==> src/rtl/queue_pkg.sv <==
// Shared definitions for the queue_drain slice: occupancy states, flop macros and buffer depth.
// Define QUEUE_DRAIN_SKID_EN for the 2-entry skid buffer; otherwise a single output register is built.
`ifndef H_DFF
`define H_DFF(clk, rst, q, d) always_ff @(posedge clk) if (rst) q <= '0; else q <= (d);
`endif
`ifndef H_DFFE
`define H_DFFE(clk, rst, q, d, en) always_ff @(posedge clk) if (rst) q <= '0; else if (en) q <= (d);
`endif

package queue_pkg;

  typedef enum logic [1:0] {
    QUEUE_DRAIN_EMPTY = 2'd0,
    QUEUE_DRAIN_ONE   = 2'd1,
    QUEUE_DRAIN_TWO   = 2'd2
  } queue_drain_state_e;

`ifdef QUEUE_DRAIN_SKID_EN
  localparam int QUEUE_DRAIN_DEPTH = 2;
`else
  localparam int QUEUE_DRAIN_DEPTH = 1;
`endif

endpackage

==> src/rtl/queue_drain_buf.sv <==
// Output buffer for queue_drain: entries written at the tail, retired from the head.
// A depth of one collapses to a plain enabled register with no pointers.
module queue_drain_buf #(
  parameter int W     = 32,
  parameter int DEPTH = 2
) (
  input  logic         clk,
  input  logic         rst,
  input  logic         clr,
  input  logic         wr_en,
  input  logic [W-1:0] wr_dat,
  input  logic         retire,
  output logic [W-1:0] head_dat
);

  generate
    if (DEPTH == 1) begin : g_single
      logic [W-1:0] ent_r;
      logic         unused_ctl;

      // A lone entry is simply overwritten; retire and clear only matter to the occupancy count.
      assign unused_ctl = &{1'b0, clr, retire};

      `H_DFFE(clk, rst, ent_r, wr_dat, wr_en)

      assign head_dat = ent_r;
    end else begin : g_ring
      localparam int PW = $clog2(DEPTH);

      logic [W-1:0]  mem_r [DEPTH];
      logic [PW-1:0] head_r;
      logic [PW-1:0] tail_r;
      logic [PW-1:0] head_nxt;
      logic [PW-1:0] tail_nxt;

      function automatic logic [PW-1:0] ptr_inc(input logic [PW-1:0] p);
        return (p == PW'(DEPTH - 1)) ? '0 : p + 1'b1;
      endfunction

      assign head_nxt = clr ? '0 : (retire ? ptr_inc(head_r) : head_r);
      assign tail_nxt = clr ? '0 : (wr_en  ? ptr_inc(tail_r) : tail_r);

      `H_DFF(clk, rst, head_r, head_nxt)
      `H_DFF(clk, rst, tail_r, tail_nxt)

      for (genvar i = 0; i < DEPTH; i++) begin : g_ent
        `H_DFFE(clk, rst, mem_r[i], wr_dat, wr_en && (tail_r == PW'(i)))
      end

      assign head_dat = mem_r[head_r];
    end
  endgenerate

endmodule

==> src/rtl/queue_drain.sv <==
// Pop-side drain for queue_rf: pops into a registered output buffer and presents a valid/ready stream.
// QUEUE_DRAIN_SKID_EN selects the 2-deep buffer whose pop does not depend on i_ready.
module queue_drain
  import queue_pkg::*;
#(
  parameter int W = 32
) (
  input  logic         clk,
  input  logic         rst,
  input  logic         i_q_empty_w,
  input  logic [W-1:0] i_q_pop_dat,
  output logic         o_q_pop,
  output logic         o_valid,
  output logic [W-1:0] o_dat,
  input  logic         i_ready,
  input  logic         i_flush,
  output logic         o_busy
);

  queue_drain_state_e cnt_r;
  logic               valid_r;
  logic               pop;
  logic               consume;

  assign consume = valid_r & i_ready;

`ifdef QUEUE_DRAIN_SKID_EN
  assign pop = !rst & !i_flush & !i_q_empty_w & (cnt_r != QUEUE_DRAIN_TWO);
`else
  // Single register: pop only when it is empty or being drained this very cycle.
  assign pop = !rst & !i_flush & !i_q_empty_w & ((cnt_r == QUEUE_DRAIN_EMPTY) | i_ready);
`endif

  always_ff @(posedge clk) begin
    if (rst || i_flush) begin
      cnt_r   <= QUEUE_DRAIN_EMPTY;
      valid_r <= 1'b0;
    end else begin
      case (cnt_r)
        QUEUE_DRAIN_EMPTY: begin
          if (pop) begin
            cnt_r   <= QUEUE_DRAIN_ONE;
            valid_r <= 1'b1;
          end
        end
        QUEUE_DRAIN_ONE: begin
          if (pop && !consume) begin
            cnt_r <= QUEUE_DRAIN_TWO;
          end else if (consume && !pop) begin
            cnt_r   <= QUEUE_DRAIN_EMPTY;
            valid_r <= 1'b0;
          end
        end
        QUEUE_DRAIN_TWO: begin
          if (consume) begin
            cnt_r <= QUEUE_DRAIN_ONE;
          end
        end
        default: begin
          cnt_r   <= QUEUE_DRAIN_EMPTY;
          valid_r <= 1'b0;
        end
      endcase
    end
  end

  queue_drain_buf #(
    .W     (W),
    .DEPTH (QUEUE_DRAIN_DEPTH)
  ) u_buf (
    .clk      (clk),
    .rst      (rst),
    .clr      (i_flush),
    .wr_en    (pop),
    .wr_dat   (i_q_pop_dat),
    .retire   (consume),
    .head_dat (o_dat)
  );

  assign o_q_pop = pop;
  assign o_valid = valid_r;
  assign o_busy  = valid_r | !i_q_empty_w;

endmodule

==> config.mk <==
export PLATFORM = sky130hd
export DESIGN_NAME = queue_drain
export DESIGN_NICKNAME = d
export VERILOG_FILES = /design/src/rtl/queue_pkg.sv /design/src/rtl/queue_drain_buf.sv /design/src/rtl/queue_drain.sv
export SDC_FILE = /design/constraint.sdc
export NUM_CORES = 1
export LEC_CHECK = 0
export BUFFER_PORTS_ARGS = -buffer_cell sky130_fd_sc_hd__buf_2
export CORE_MARGIN = 8
export CORE_UTILIZATION = 43
export DETAILED_ROUTE_END_ITERATION = 7
export PLACE_DENSITY_LB_ADDON = 0.1
export SYNTH_ARGS = -nofsm -noshare
export SYNTH_HDL_FRONTEND = slang
export SYNTH_HIERARCHICAL = 1
export SYNTH_SLANG_ARGS = --single-unit
==> constraint.sdc <==
create_clock -name clk -period 2.15 [get_ports clk]
set_clock_uncertainty 0.2 [all_clocks]
set_input_delay 0.3225 -clock clk [delete_from_list [all_inputs] [get_ports clk]]
set_output_delay 0.3225 -clock clk [all_outputs]
set_load 0.1 [all_outputs]
==> metrics.csv <==
stage,metric,value,unit
run_status,status,finished clean,
synth,netlist_area,0.001374,mm^2
floorplan,die_h,72.53,um
sta,rsz0062_at_grt,no,
floorplan,core,0.003053,mm^2
setup_path,required,1.63,ns
cells_and_area,fillers,308,
synth,synth_edf_count,0,
setup_path,cp-start-kind,primary input,
setup_path,crit_type,in2out,
cells_and_area,antenna_cells,0,
place,dp_hpwl,2546,um
global_route,overflow,0,
pwr,ir_drop,407.4,uV
setup_path,r2r_setup_slack,0.43,ns
detailed_routing,ant_nets,0,
pwr,p_leak,0.0008590,uW
detailed_routing,wl_per_cell,13.06,um
sta,fin_crit,1.837,ns
sta,setup-tns-final,0,ns
clock_tree,clk_latency,0.31,ns
setup_path,rr_worst_depth,6,
hold_path,worstHoldPathType,in2reg,
global_route,grt_pass1_wl,5382,um
synth,synth_area_leaders,"dfxtp_1, mux2i_1, nor2_1",
setup_path,cp.arrival,1.31,ns
global_route,grt_pass1_vias,1189,
cells_and_area,finalNetCount,244,
setup_path,endpoint,o_q_pop,
floorplan,die_w,72.53,um
detailed_routing,drcViolationCount,0,
synth,synth.distinct_cells,20,
global_route,grtUsageTotal,0.1279,
synth,synth_seq_cells,35,
setup_path,cp-startpoint,rst,
cells_and_area,drive_above_1_share,0.4126,
place,io_buffers,71,
synth,synthArstFlopShare,0,
job,maxCapViolations,0,
sta,worst_slew_pin_slew,0.4991,ns
setup_path,cp_max_fo,4,
clock_tree,cts_buffers,5,
detailed_routing,routed_wl,3266,um
clock_tree,cts_tree,yes,
sta,hold_ws,0.03008,ns
detailed_routing,drt_iter0_drc,49,
sta,max_slew_margin,0.6695,
setup_path,cp-end-kind,output port,
synth,netlist.area_leader.share,0.5100,
sta,max_freq,544.4,MHz
sta,maxSlewViolCount,0,
global_route,grt_max_degree,33,
sta,finalCritPeriodShare,0.8543,
synth,synth.avg_cell_area,10.49,um^2
synth,yosysMostFrequentCell,nor2_1,
detailed_routing,routed-via-count,1146,
setup_path,rr_startpoint,cnt_r[0],
floorplan,dieArea,0.005260,mm^2
clock_tree,post-cts-setup-buffers,0,
clock_tree,cts_sinks,35,
floorplan,ios,72,
clock_tree,cts-root-buf,clkbuf_4,
clock_tree,clk_pin_slew,0.10,ns
global_route,antenna_found_initial,0,
synth,synth_cells,131,
sta,setup-violations-final,0,
cells_and_area,final_util,0.5975,
synth,synth_top_cell_by_area,dfxtp_1,
setup_path,r2r_end,cnt_r[0],
floorplan,start_util,0.4500,
clock_tree,cts_buffer_depth,2,
sta,timing.final.hold_violations,0,
clock_tree,ctsResizeCount,0,
synth,synth_nets,170,
cells_and_area,syn2layout_area_growth,32.79,%
synth,synth_ff_type,dfxtp_1,
detailed_routing,drt_pre_antenna_iters,4,
hold_path,hold_path_depth,3,
synth,yosysWarnings,6,
detailed_routing,vias_per_cell,4.584,
pwr,powerDensity,725.2,mW/mm^2
clock_tree,hold_buffers,0,
place,gp_congestion,0.7803,
clock_tree,htree_levels,2,
synth,ys_top_cells_by_count,"nor2_1, dfxtp_1, mux2i_1",
synth,yosysSeqAreaShare,0.5100,
floorplan,std_cell_rows,20,
==> critical path, stage by stage <==
cell and delay, ns:
buf_2 0.10, or2_2 0.33, nor2_1 0.16, o21a_4 0.21
buf_12 0.18
==> where the power goes <==
group / switching [uW] / internal (uW)
registers: 12.1 / 670
clock network: 200 / 128
logic: 233 / 79.4
total: 446 / 877
==> flip-flops by register name, summed over array words and instances (netlist names) <==
name	flops
u_buf/head_dat	32
o_valid	1
cnt_r	2
==> through the flow <==
| step | area [um^2] | power, uW | instances | setup slack, ns |
|---|---|---|---|---|
| after detailed placement | 1774 | 1012 | 242 | 0.06102 |
| final | 1824 | 1323 | 250 | 0.3132 |
| after global placement | 1774 | 1006 | 242 | 0.1686 |
| after CTS | 1824 | 1344 | 250 | 0.3088 |
| after floorplan | 1384 | 942.5 | 131 | 0.01224 |
| after global routing | 1824 | 1389 | 250 | 0.2315 |
==> kinds of logic (layout without fill, tap and decap cells) <==
family / count (synthesis) / in the layout / share of synthesized area
AO/OA/AOI/OAI: 8 / 8 / 0.03188
adder cells (fa/ha/maj): 2 / 2 / 0.01821
multiplexers: 32 / 32 / 0.2332
AND/OR/NAND/NOR: 45 / 45 / 0.1412
flip-flops: 35 / 35 / 0.5100
buffers and inverters: 9 / 84 / 0.06557
==> cell type report <==
| type | instances | area (um^2) | share of cell area |
|---|---|---|---|
| flip-flops and latches | 35 | 700.7 | 0.3841 |
| well taps | 44 | 55.05 | 0.03018 |
| repair buffers | 74 | 417.9 | 0.2291 |
| inverters | 2 | 7.507 | 0.004115 |
| clock buffers | 7 | 45.04 | 0.02469 |
| multi-input cells | 87 | 593.1 | 0.3251 |
| clock inverters | 1 | 5.005 | 0.002743 |
==> cells in the final DEF (no fill, tap or decap), types with 2 or more instances in the layout <==
master	n
buf_12	3
dfxtp_1	35
clkbuf_1	2
nor2_1	36
nand2b_1	2
mux2i_1	32
buf_2	70
clkbuf_4	5
ha_1	2
o21ai_0	2
a21oi_1	4
==> layer usage <==
| layer | GRT usage | vias up | part of all wire | wire length (um) |
|---|---|---|---|---|
| met1 | 0.1260 | 516 | 0.39 | 1260 |
| met4 | 0.04667 | 0 | 0.012 | 40 |
| met5 | 0 | - | 0 | 0 |
| met2 | 0.2266 | 42 | 0.50 | 1636 |
| li1 | - | 583 | - | - |
| met3 | 0.06061 | 5 | 0.10 | 328 |
==> worst min-delay path by stage <==
stage,startpoint,to,slack [ns]
after floorplan,rst,u_buf/head_dat[29],0.19
after global routing,i_q_pop_dat[0],u_buf/head_dat[0],0.01
after CTS,i_q_pop_dat[19],u_buf/head_dat[19],0.02
after detailed placement,u_buf/head_dat[16],u_buf/head_dat[16],0.28
after global placement,u_buf/head_dat[29],u_buf/head_dat[29],0.27
final,i_q_pop_dat[1],u_buf/head_dat[1],0.03
Note: power is estimated with default switching activity, not from simulation.
